**src/rtl/envelope_vca_if.sv**
```systemverilog
// Sample-path bus between the oscillator source, the VCA and the mixer.
//
// Handshake: a sample transfers on a rising Clock edge where SampleValid and
// SampleReady are both high. The source must hold Sample steady while
// SampleValid is high and SampleReady is low. SampleReady depends only on
// the VCA state, never combinationally on SampleValid. OutValid is a
// one-cycle strobe with no back-pressure. Out holds its value between
// strobes.
interface envelope_vca_if #(
  parameter int WAVE_DEPTH   = 8,
  parameter int SAMPLE_DEPTH = 8
);
  logic signed [SAMPLE_DEPTH-1:0] Sample;
  logic                           SampleValid;
  logic                           SampleReady;
  logic        [WAVE_DEPTH-1:0]   Envelope;
  logic                           Running;
  logic signed [SAMPLE_DEPTH-1:0] Out;
  logic                           OutValid;
  logic                           Busy;

  modport master (
    output Sample, SampleValid, Envelope, Running,
    input  SampleReady, Out, OutValid, Busy
  );

  modport slave (
    input  Sample, SampleValid, Envelope, Running,
    output SampleReady, Out, OutValid, Busy
  );
endinterface

```
**src/rtl/envelope_vca.sv**
```systemverilog
// Envelope-controlled amplifier. Each accepted sample is multiplied by the
// envelope with a serial shift-add multiplier that consumes one envelope bit
// per clock. The product is scaled back down by 2^WAVE_DEPTH. A full-scale
// envelope passes the sample through exactly. A stopped ADSR or a zero
// envelope gives silence.
module envelope_vca #(
  parameter int WAVE_DEPTH   = 8,
  parameter int SAMPLE_DEPTH = 8
) (
  input  logic                 Clock,
  input  logic                 Reset,
  envelope_vca_if.slave        bus,
  output logic [1:0]           State
);

  localparam int ACC_W = SAMPLE_DEPTH + WAVE_DEPTH;
  localparam int CNT_W = (WAVE_DEPTH > 1) ? $clog2(WAVE_DEPTH) : 1;
  localparam logic [CNT_W-1:0]      CNT_LAST = CNT_W'(WAVE_DEPTH - 1);
  localparam logic [WAVE_DEPTH-1:0] WAVE_MAX = '1;

  typedef enum logic [1:0] {
    IDLE = 2'd0,
    MUL  = 2'd1,
    DONE = 2'd2
  } state_t;

  state_t state, state_next;

  logic [ACC_W-1:0]        mcand;
  logic [WAVE_DEPTH-1:0]   env_sr;
  logic [ACC_W-1:0]        acc;
  logic [ACC_W-1:0]        acc_sum;
  logic [CNT_W-1:0]        cnt;
  logic                    gate;
  logic                    unity;
  logic [SAMPLE_DEPTH-1:0] sample_q;
  logic [SAMPLE_DEPTH-1:0] out_q;
  logic                    out_valid_q;
  logic                    ready;
  logic                    busy;
  logic                    accept;

  assign accept = (state == IDLE) && bus.SampleValid;

  // Partial product for the current envelope bit. The last one is folded in
  // combinationally so the result can be registered on the edge entering DONE.
  assign acc_sum = acc + (env_sr[0] ? mcand : '0);

  // State register.
  always_ff @(posedge Clock) begin
    if (!Reset) state <= IDLE;
    else        state <= state_next;
  end

  // Next-state logic and handshake outputs.
  always_comb begin
    state_next = state;
    ready      = 1'b0;
    busy       = 1'b0;
    case (state)
      IDLE: begin
        ready = 1'b1;
        if (bus.SampleValid) state_next = MUL;
      end
      MUL: begin
        busy = 1'b1;
        if (cnt == CNT_LAST) state_next = DONE;
      end
      DONE: begin
        busy       = 1'b1;
        state_next = IDLE;
      end
      default: state_next = IDLE;
    endcase
  end

  // Operand capture, shift-add iteration and result register.
  always_ff @(posedge Clock) begin
    if (!Reset) begin
      mcand       <= '0;
      env_sr      <= '0;
      acc         <= '0;
      cnt         <= '0;
      gate        <= 1'b0;
      unity       <= 1'b0;
      sample_q    <= '0;
      out_q       <= '0;
      out_valid_q <= 1'b0;
    end else begin
      out_valid_q <= 1'b0;
      if (accept) begin
        mcand    <= {{WAVE_DEPTH{bus.Sample[SAMPLE_DEPTH-1]}}, bus.Sample};
        env_sr   <= bus.Envelope;
        gate     <= bus.Running && (bus.Envelope != '0);
        unity    <= (bus.Envelope == WAVE_MAX);
        sample_q <= bus.Sample;
        acc      <= '0;
        cnt      <= '0;
      end else if (state == MUL) begin
        acc    <= acc_sum;
        mcand  <= mcand << 1;
        env_sr <= env_sr >> 1;
        cnt    <= cnt + 1'b1;
        if (cnt == CNT_LAST) begin
          out_valid_q <= 1'b1;
          // The upper SAMPLE_DEPTH bits form the floor of product / 2^WAVE_DEPTH.
          // They always fit because the envelope is below 2^WAVE_DEPTH.
          if (!gate)      out_q <= '0;
          else if (unity) out_q <= sample_q;
          else            out_q <= acc_sum[ACC_W-1:WAVE_DEPTH];
        end
      end
    end
  end

  assign bus.SampleReady = ready;
  assign bus.Busy        = busy;
  assign bus.Out         = out_q;
  assign bus.OutValid    = out_valid_q;
  assign State           = state;

endmodule

```
**src/flat_wrapper.sv**
```systemverilog
// flat-port wrapper written by rule: the top's interface ports become plain ports
module envelope_vca_flat 
#(
  parameter int WAVE_DEPTH   = 8,
  parameter int SAMPLE_DEPTH = 8
)
  (Clock, Reset, State, bus_Sample, bus_SampleValid, bus_Envelope, bus_Running, bus_SampleReady, bus_Out, bus_OutValid, bus_Busy);
  envelope_vca_if #(.WAVE_DEPTH(WAVE_DEPTH), .SAMPLE_DEPTH(SAMPLE_DEPTH)) bus_i ();
  input  logic Clock;
  input  logic Reset;
  output logic [1:0] State;
  input wire logic [$bits(bus_i.Sample)-1:0] bus_Sample;
  input wire logic [$bits(bus_i.SampleValid)-1:0] bus_SampleValid;
  input wire logic [$bits(bus_i.Envelope)-1:0] bus_Envelope;
  input wire logic [$bits(bus_i.Running)-1:0] bus_Running;
  output wire logic [$bits(bus_i.SampleReady)-1:0] bus_SampleReady;
  output wire logic [$bits(bus_i.Out)-1:0] bus_Out;
  output wire logic [$bits(bus_i.OutValid)-1:0] bus_OutValid;
  output wire logic [$bits(bus_i.Busy)-1:0] bus_Busy;
  assign bus_i.Sample = bus_Sample;
  assign bus_i.SampleValid = bus_SampleValid;
  assign bus_i.Envelope = bus_Envelope;
  assign bus_i.Running = bus_Running;
  assign bus_SampleReady = bus_i.SampleReady;
  assign bus_Out = bus_i.Out;
  assign bus_OutValid = bus_i.OutValid;
  assign bus_Busy = bus_i.Busy;
  envelope_vca #(.WAVE_DEPTH(WAVE_DEPTH), .SAMPLE_DEPTH(SAMPLE_DEPTH)) u_core (.Clock(Clock), .Reset(Reset), .bus(bus_i), .State(State));
endmodule
```
**config.mk**
```make
export PLATFORM = sky130hd
export DESIGN_NAME = envelope_vca_flat
export DESIGN_NICKNAME = d
export VERILOG_FILES = /design/src/rtl/envelope_vca_if.sv /design/src/rtl/envelope_vca.sv /design/src/flat_wrapper.sv
export SDC_FILE = /design/constraint.sdc
export NUM_CORES = 1
export LEC_CHECK = 0
export ABC_AREA = 0
export CAP_MARGIN = 5
export CELL_PAD_IN_SITES_DETAIL_PLACEMENT = 0
export CELL_PAD_IN_SITES_GLOBAL_PLACEMENT = 2
export CORE_UTILIZATION = 36
export DETAILED_ROUTE_END_ITERATION = 10
export PLACE_DENSITY = 0.87
export SLEW_MARGIN = 20
export SYNTH_ARGS = -nofsm -noshare
export SYNTH_HDL_FRONTEND = slang
export SYNTH_SLANG_ARGS = --single-unit
```
**constraint.sdc**
```tcl
create_clock -name Clock -period 2.95 [get_ports Clock]
set_clock_uncertainty 0.05 [all_clocks]
set_input_delay 0.4425 -clock Clock [delete_from_list [all_inputs] [get_ports Clock]]
set_output_delay 0.4425 -clock Clock [all_outputs]
set_load 0.02 [all_outputs]
```
==> results of run 1 <==
## through the flow
stage	instance area (sq um)	setup slack (ps)	util [%]	hold slack, ps
after global placement	4040	556	41.5	403
after global routing	4240	414	43.6	428
after detailed placement	4040	517	41.5	407
after CTS	4240	505	43.6	416
after floorplan	3600	594	-	393
final	4240	512	43.6	412
## metal layers
layer	global-route usage, %	vias up
li1	-	1489
met1	20.8	1300
met2	27.1	28
met3	3.97	4
met4	4.84	0
met5	0	-
## registers in the layout, indices dropped and copies added, names as in the netlist, 2 cells and up
| signal | cells |
|---|---|
| u_core.State | 2 |
| u_core.mcand | 16 |
| u_core.env_sr | 8 |
| u_core.cnt | 3 |
| u_core.bus.Out | 8 |
| u_core.sample_q | 8 |
| u_core.acc | 16 |
## cell families (layout without fill, tap and decap cells)
kind of cell | after synthesis | in the layout
flops | 64 | 64
mux | 35 | 35
xor+xnor | 15 | 15
simple gates | 131 | 131
fa+ha+maj | 20 | 20
buf+inv | 29 | 61
compound gates | 109 | 109
## tightest hold or removal path, delay by kind of cell, from the launching register on
family / cells / cell delay, ps
flops: 1 / 310
compound gates: 1 / 60
simple gates: 1 / 40
## area by class of cell
class / instances / share of cell area, %
Multi-Input combinational cell: 310 / 51.6
Sequential cell: 64 / 30.2
Timing Repair Buffer: 40 / 8.97
Tap cell: 133 / 3.92
Clock buffer: 11 / 3.10
Clock inverter: 4 / 1.65
Inverter: 6 / 0.531
## placed cells by master, fill, tap and decap left out, drive strengths merged, types with 3 or more instances in the layout
cell type      netlist  routed
dfxtp               64      64
nand2               56      56
a21oi               33      33
clkdlybuf4s50        0      32
mux2i               29      29
nor2                19      19
ha                  19      19
and2                18      18
a21boi              17      17
o21ai               16      16
nand3               13      13
xnor2               13      13
clkbuf              14      11
o211a                8       8
buf                  9       8
a21o                 8       8
inv                  6       6
mux2                 6       6
nor2b                6       6
o21bai               5       5
o211ai               4       4
nand4                4       4
a211oi               4       4
nor3                 4       4
nor4                 3       3
o21a                 3       3
## power breakdown
part | total (mW) | internal [mW] | switching, mW | leakage, nW
logic | 0.298 | 0.135 | 0.162 | 1.06
registers | 0.940 | 0.911 | 0.0297 | 0.523
clock network | 0.790 | 0.469 | 0.321 | 0.103
## worst max-delay path by stage
stage / startpoint / endpoint / slack, ps / depth (start not counted)
5_1_grt: u_core.env_sr[0] / u_core.acc[15] / 410 / 9
3_3_place_gp: u_core.env_sr[0] / u_core.acc[14] / 560 / 9
4_1_cts: u_core.env_sr[0] / u_core.acc[14] / 500 / 9
3_5_place_dp: u_core.env_sr[0] / u_core.acc[14] / 520 / 9
2_1_floorplan: u_core.env_sr[0] / u_core.acc[14] / 590 / 9
6_report: u_core.env_sr[0] / u_core.acc[14] / 510 / 9
==> run_results.csv, run 1 <==
group,metric,value,unit
status,run_status,"finished, final reports clean",
critical_path,regToRegSetupSlack,510,ps
hold_path,min_from,"u_core.sample_q[4]",
clock_network,insertion_delay,330,ps
route,m1WireLength,3870,microns
synthesis,synth_fa_ha_area_share,7.17,%
critical_path,worstPathMaxFanout,3,
route,post-route-drc-count,0,
grt,antenna_found_initial,0,
floorplanning,start_util,37.0,%
synthesis,avgSynthCellArea,8.93,sq um
synthesis,synth-edff-count,0,
floorplanning,io_pins,33,
clock_network,numCtsBuffers,9,
synthesis,syn_inst,403,
clock_network,clock_path_buffers,2,
critical_path,max_stage_delay,420,ps
synthesis,syn_nets,443,
floorplanning,dieArea,0.0104,sq mm
critical_path,cp-end-kind,"flip-flop",
placement,dp_hpwl,5970,microns
cells_and_area,drive_above_1_share,10.1,%
timing,finalMaxSlewViolations,0,
critical_path,cp_slowest_cell,"fa_1",
pwr,power,2.03,mW
hold_path,hold_path_end,"u_core.sample_q[4]",
critical_path,r2r_end,"u_core.acc[14]",
synthesis,yosys.area_share.simple,17.5,%
grt,grt_pass1_vias,2794,
pwr,peakVddDrop,0.315,mV
route,avgViaCountPerCell,4.97,
placement,place.port_buffers,32,
timing,final.period_utilization,82.6,%
clock_network,numClockSinks,64,
synthesis,synth.area.mux_share,9.95,%
cells_and_area,antenna_cells,0,
timing,worst_pin_slew,512,ps
floorplanning,die_h,102,microns
synthesis,synth.most_common_cell,"dfxtp_1",
timing,setup_viol,0,
critical_path,required,3120,ps
critical_path,arrival,2610,ps
synthesis,netlist_area,0.00360,sq mm
critical_path,start_kind,"flip-flop",
clock_network,cts_setup_buffers,0,
grt,grt_max_degree,33,
synthesis,yosysSeqAreaShare,35.6,%
timing,rsz0062_at_grt,"false",
pwr,p_leak,1.69,nW
route,dr_total_vias,2821,
cells_and_area,syn2layout_area_growth,17.9,%
synthesis,synth_ff_type,"dfxtp_1",
clock_network,h-tree-depth,3,
synthesis,ys_ff_latch,64,
clock_network,hold_buffers,0,
critical_path,timing.rr.start,"u_core.env_sr[0]",
critical_path,r2r_cells,9,
clock_network,tritoncts,"built",
hold_path,hp-class,"reg2reg",
synthesis,yosys_warnings,0,
synthesis,yosys.area.top_type_share,35.6,%
route,drt_iter0_drc,76,
route,first_pass_iters,6,
critical_path,path_cells,"and2_1 -> ha_1 -> fa_1 -> a21o_1 -> a31o_4 -> o21ai_4 -> o21a_2 -> nor4_1 -> a311o_1",
clock_network,cts_resized,0,
pwr,power_density,478,mW/mm^2
synthesis,synth_area_leaders,"dfxtp_1 36%, mux2i_1 8.1%, ha_1 6.6%",
cells_and_area,multi_input_area,0.00219,sq mm
cells_and_area,finalNonFillerCells,568,
route,highest_layer,"met4",
floorplanning,rows,36,
route,wl_per_cell,13.9,microns
synthesis,synth_compound_gate_area_share,22.5,%
floorplanning,die_w,102,microns
synthesis,synth_top_family_by_area,"compound AO/OA/AOI/OAI gates",
synthesis,synth_cell_types,55,
placement,place_inst,553,
clock_network,cts_root_buffer,"clkbuf_8",
grt,gr-total-overflow,0,
placement,gp_congestion,0.780,
timing,period_needed,2440,ps
job,maxCapViolations,0,
synthesis,synth-xor-area-share,3.65,%
route,wl_met2,3780,microns
synthesis,synth-async-reset-ratio,0,%
synthesis,yosys.area.top_type,"dfxtp_1",
floorplanning,core,0.00973,sq mm
cells_and_area,nNetsFinal,471,
clock_network,clkTransAtPathRegs,70,ps
cells_and_area,fillers,984,
route,antenna_left,0,
critical_path,critPathKind,"reg2reg",
route,routed_wl,7920,microns
timing,setup_tns,0,ps
hold_path,min_path_cells,2,
critical_path,crit_buf_inv,0,
grt,track_usage,16.3,%
timing,hold_viol,0,
timing,fmax,410,MHz
synthesis,synthTopCellsByCount,"64 x dfxtp_1, 56 x nand2_1, 30 x a21oi_1",
timing,relSlewSlack,65.8,%
route,wl_met3,201,microns
grt,grt_pass1_wl,13200,microns
cells_and_area,regArea,0.00128,sq mm
critical_path,cpLargestDelayFamily,"compound AO/OA/AOI/OAI gates",
(Power assumes the default switching activity.)
==> inputs of run 2 (changes only) <==
- clock period: 2.95 -> 2.3 ns (I/O delays scaled with it)
==> run_results.csv, run 2 (synthesized netlist as in run 1, its figures left out) <==
group,metric,value,unit
clock_network,numClockSinks,64,
cells_and_area,drive_above_1_share,21.0,%
pwr,power_density,541,mW/mm^2
cells_and_area,final_common_cell,"dfxtp_1",
cells_and_area,mostFrequentLayoutCells,"62 x dfxtp_1, 56 x nand2_1, 32 x clkdlybuf4s50_1, 32 x buf_4, 30 x a21oi_1",
critical_path,worstPathMaxFanout,3,
placement,dp_hpwl,6440,microns
clock_network,numCtsBuffers,9,
critical_path,critPathKind,"reg2reg",
grt,grt_max_degree,54,
floorplanning,core,0.00973,sq mm
floorplanning,rows,36,
floorplanning,die_h,102,microns
route,avgViaCountPerCell,5.02,
clock_network,cts_root_buffer,"clkbuf_8",
floorplanning,die_w,102,microns
grt,grt_pass1_vias,2882,
placement,place_area,0.00424,sq mm
floorplanning,io_pins,33,
clock_network,insertion_delay,340,ps
clock_network,clkTransAtPathRegs,80,ps
pwr,p_leak,1.79,nW
cells_and_area,nNetsFinal,496,
placement,place.port_buffers,32,
timing,fmax,439,MHz
status,violations,"design-rule violations",
timing,hold_viol,0,
timing,period_needed,2280,ps
route,post-route-drc-count,1,
timing,rsz0062_at_grt,"true",
critical_path,start_kind,"flip-flop",
timing,finalMaxSlewViolations,0,
cells_and_area,fillers,952,
route,first_pass_iters,7,
grt,grt_pass1_wl,14200,microns
clock_network,clock_path_buffers,2,
route,routed_wl,8710,microns
pwr,peakVddDrop,0.343,mV
route,dr_total_vias,2981,
placement,gp_congestion,0.781,
timing,setup_viol,0,
route,wl_per_cell,14.7,microns
critical_path,arrival,2450,ps
grt,track_usage,17.9,%
placement,place_inst,577,
clock_network,h-tree-depth,3,
critical_path,cp-end-kind,"flip-flop",
cells_and_area,finalNonFillerCells,594,
status,run_status,"finished with violations",
timing,relSlewSlack,64.2,%
timing,worst_pin_slew,536,ps
route,antenna_left,0,
cells_and_area,fin_area,0.00460,sq mm
clock_network,tritoncts,"built",
route,drt_iter0_drc,86,
hold_path,hp-class,"reg2reg",
cells_and_area,antenna_cells,0,
grt,gr-total-overflow,0,
grt,antenna_found_initial,0,
cells_and_area,syn2layout_area_growth,27.9,%
floorplanning,dieArea,0.0104,sq mm
timing,final.period_utilization,99.0,%
floorplanning,start_util,37.0,%
critical_path,required,2470,ps
cells_and_area,reg.largest.list,"u_core.acc: 16 flops, u_core.mcand: 16 flops",
job,maxCapViolations,0,
==> run 2: report_power, final <==
part           internal [mW]  total, mW  switching, mW
clock                  0.390      0.852          0.462
combinational          0.204      0.425          0.221
sequential              1.17       1.21         0.0439
total                   1.76       2.49          0.727
==> run 2: path summary, 6_finish.rpt <==
path | from | to | slack, ps | depth (start not counted)
setup / recovery | u_core.mcand[0] | u_core.acc[14] | 20 | 9
hold / removal | u_core.sample_q[5] | u_core.sample_q[5] | 420 | 2
setup reg to reg | u_core.mcand[0] | u_core.acc[14] | 20 | 9
hold reg to reg | u_core.sample_q[5] | u_core.sample_q[5] | 420 | 2
==> run 2: layout make-up <==
class / instances / area, sq um / share of cell area (%)
clock buffer: 9 / 124 / 2.69
timing repair buffer: 65 / 581 / 12.6
inverter: 6 / 22.5 / 0.490
clock inverter: 7 / 47.5 / 1.03
tap: 133 / 166 / 3.62
sequential: 64 / 1280 / 27.9
multi-input combinational: 310 / 2370 / 51.6
==> run 2: through the flow <==
stage	total power, mW	utilization (%)	hold slack (ps)	TNS [ps]	setup WS, ps
3_3_place_gp	1.63	43.5	405	-32.5	-32.5
5_1_grt	2.62	47.3	446	-149	-40.1
4_1_cts	2.51	45.7	423	0	4.34
6_report	2.49	47.3	422	0	22.3
3_5_place_dp	1.64	43.5	412	-229	-64.2
2_1_floorplan	1.49	-	393	0	0.794
==> run 2: layer usage <==
layer	GRT usage (%)	wire length (microns)
met3	3.35	283
met2	30.0	4150
met5	0	0
met1	23.6	4190
met4	4.62	80
==> run 2: repair_timing <==
action                                 CTS  global route
setup buffers                            0             1
resized for setup                        7            23
pin swaps                                6            16
hold buffers                             0             0
cloned                                   0             0
endpoints found under the hold margin    0             0
setup endpoints to repair               13            15
==> run 2: critical path, stage by stage (launching register included) <==
cell,delay [ps]
dfxtp_2,330
and2_4,160
ha_4,160
fa_2,360
a21o_1,190
a31o_4,250
o21ai_4,170
o21a_2,180
nor4_1,50
a311o_1,270
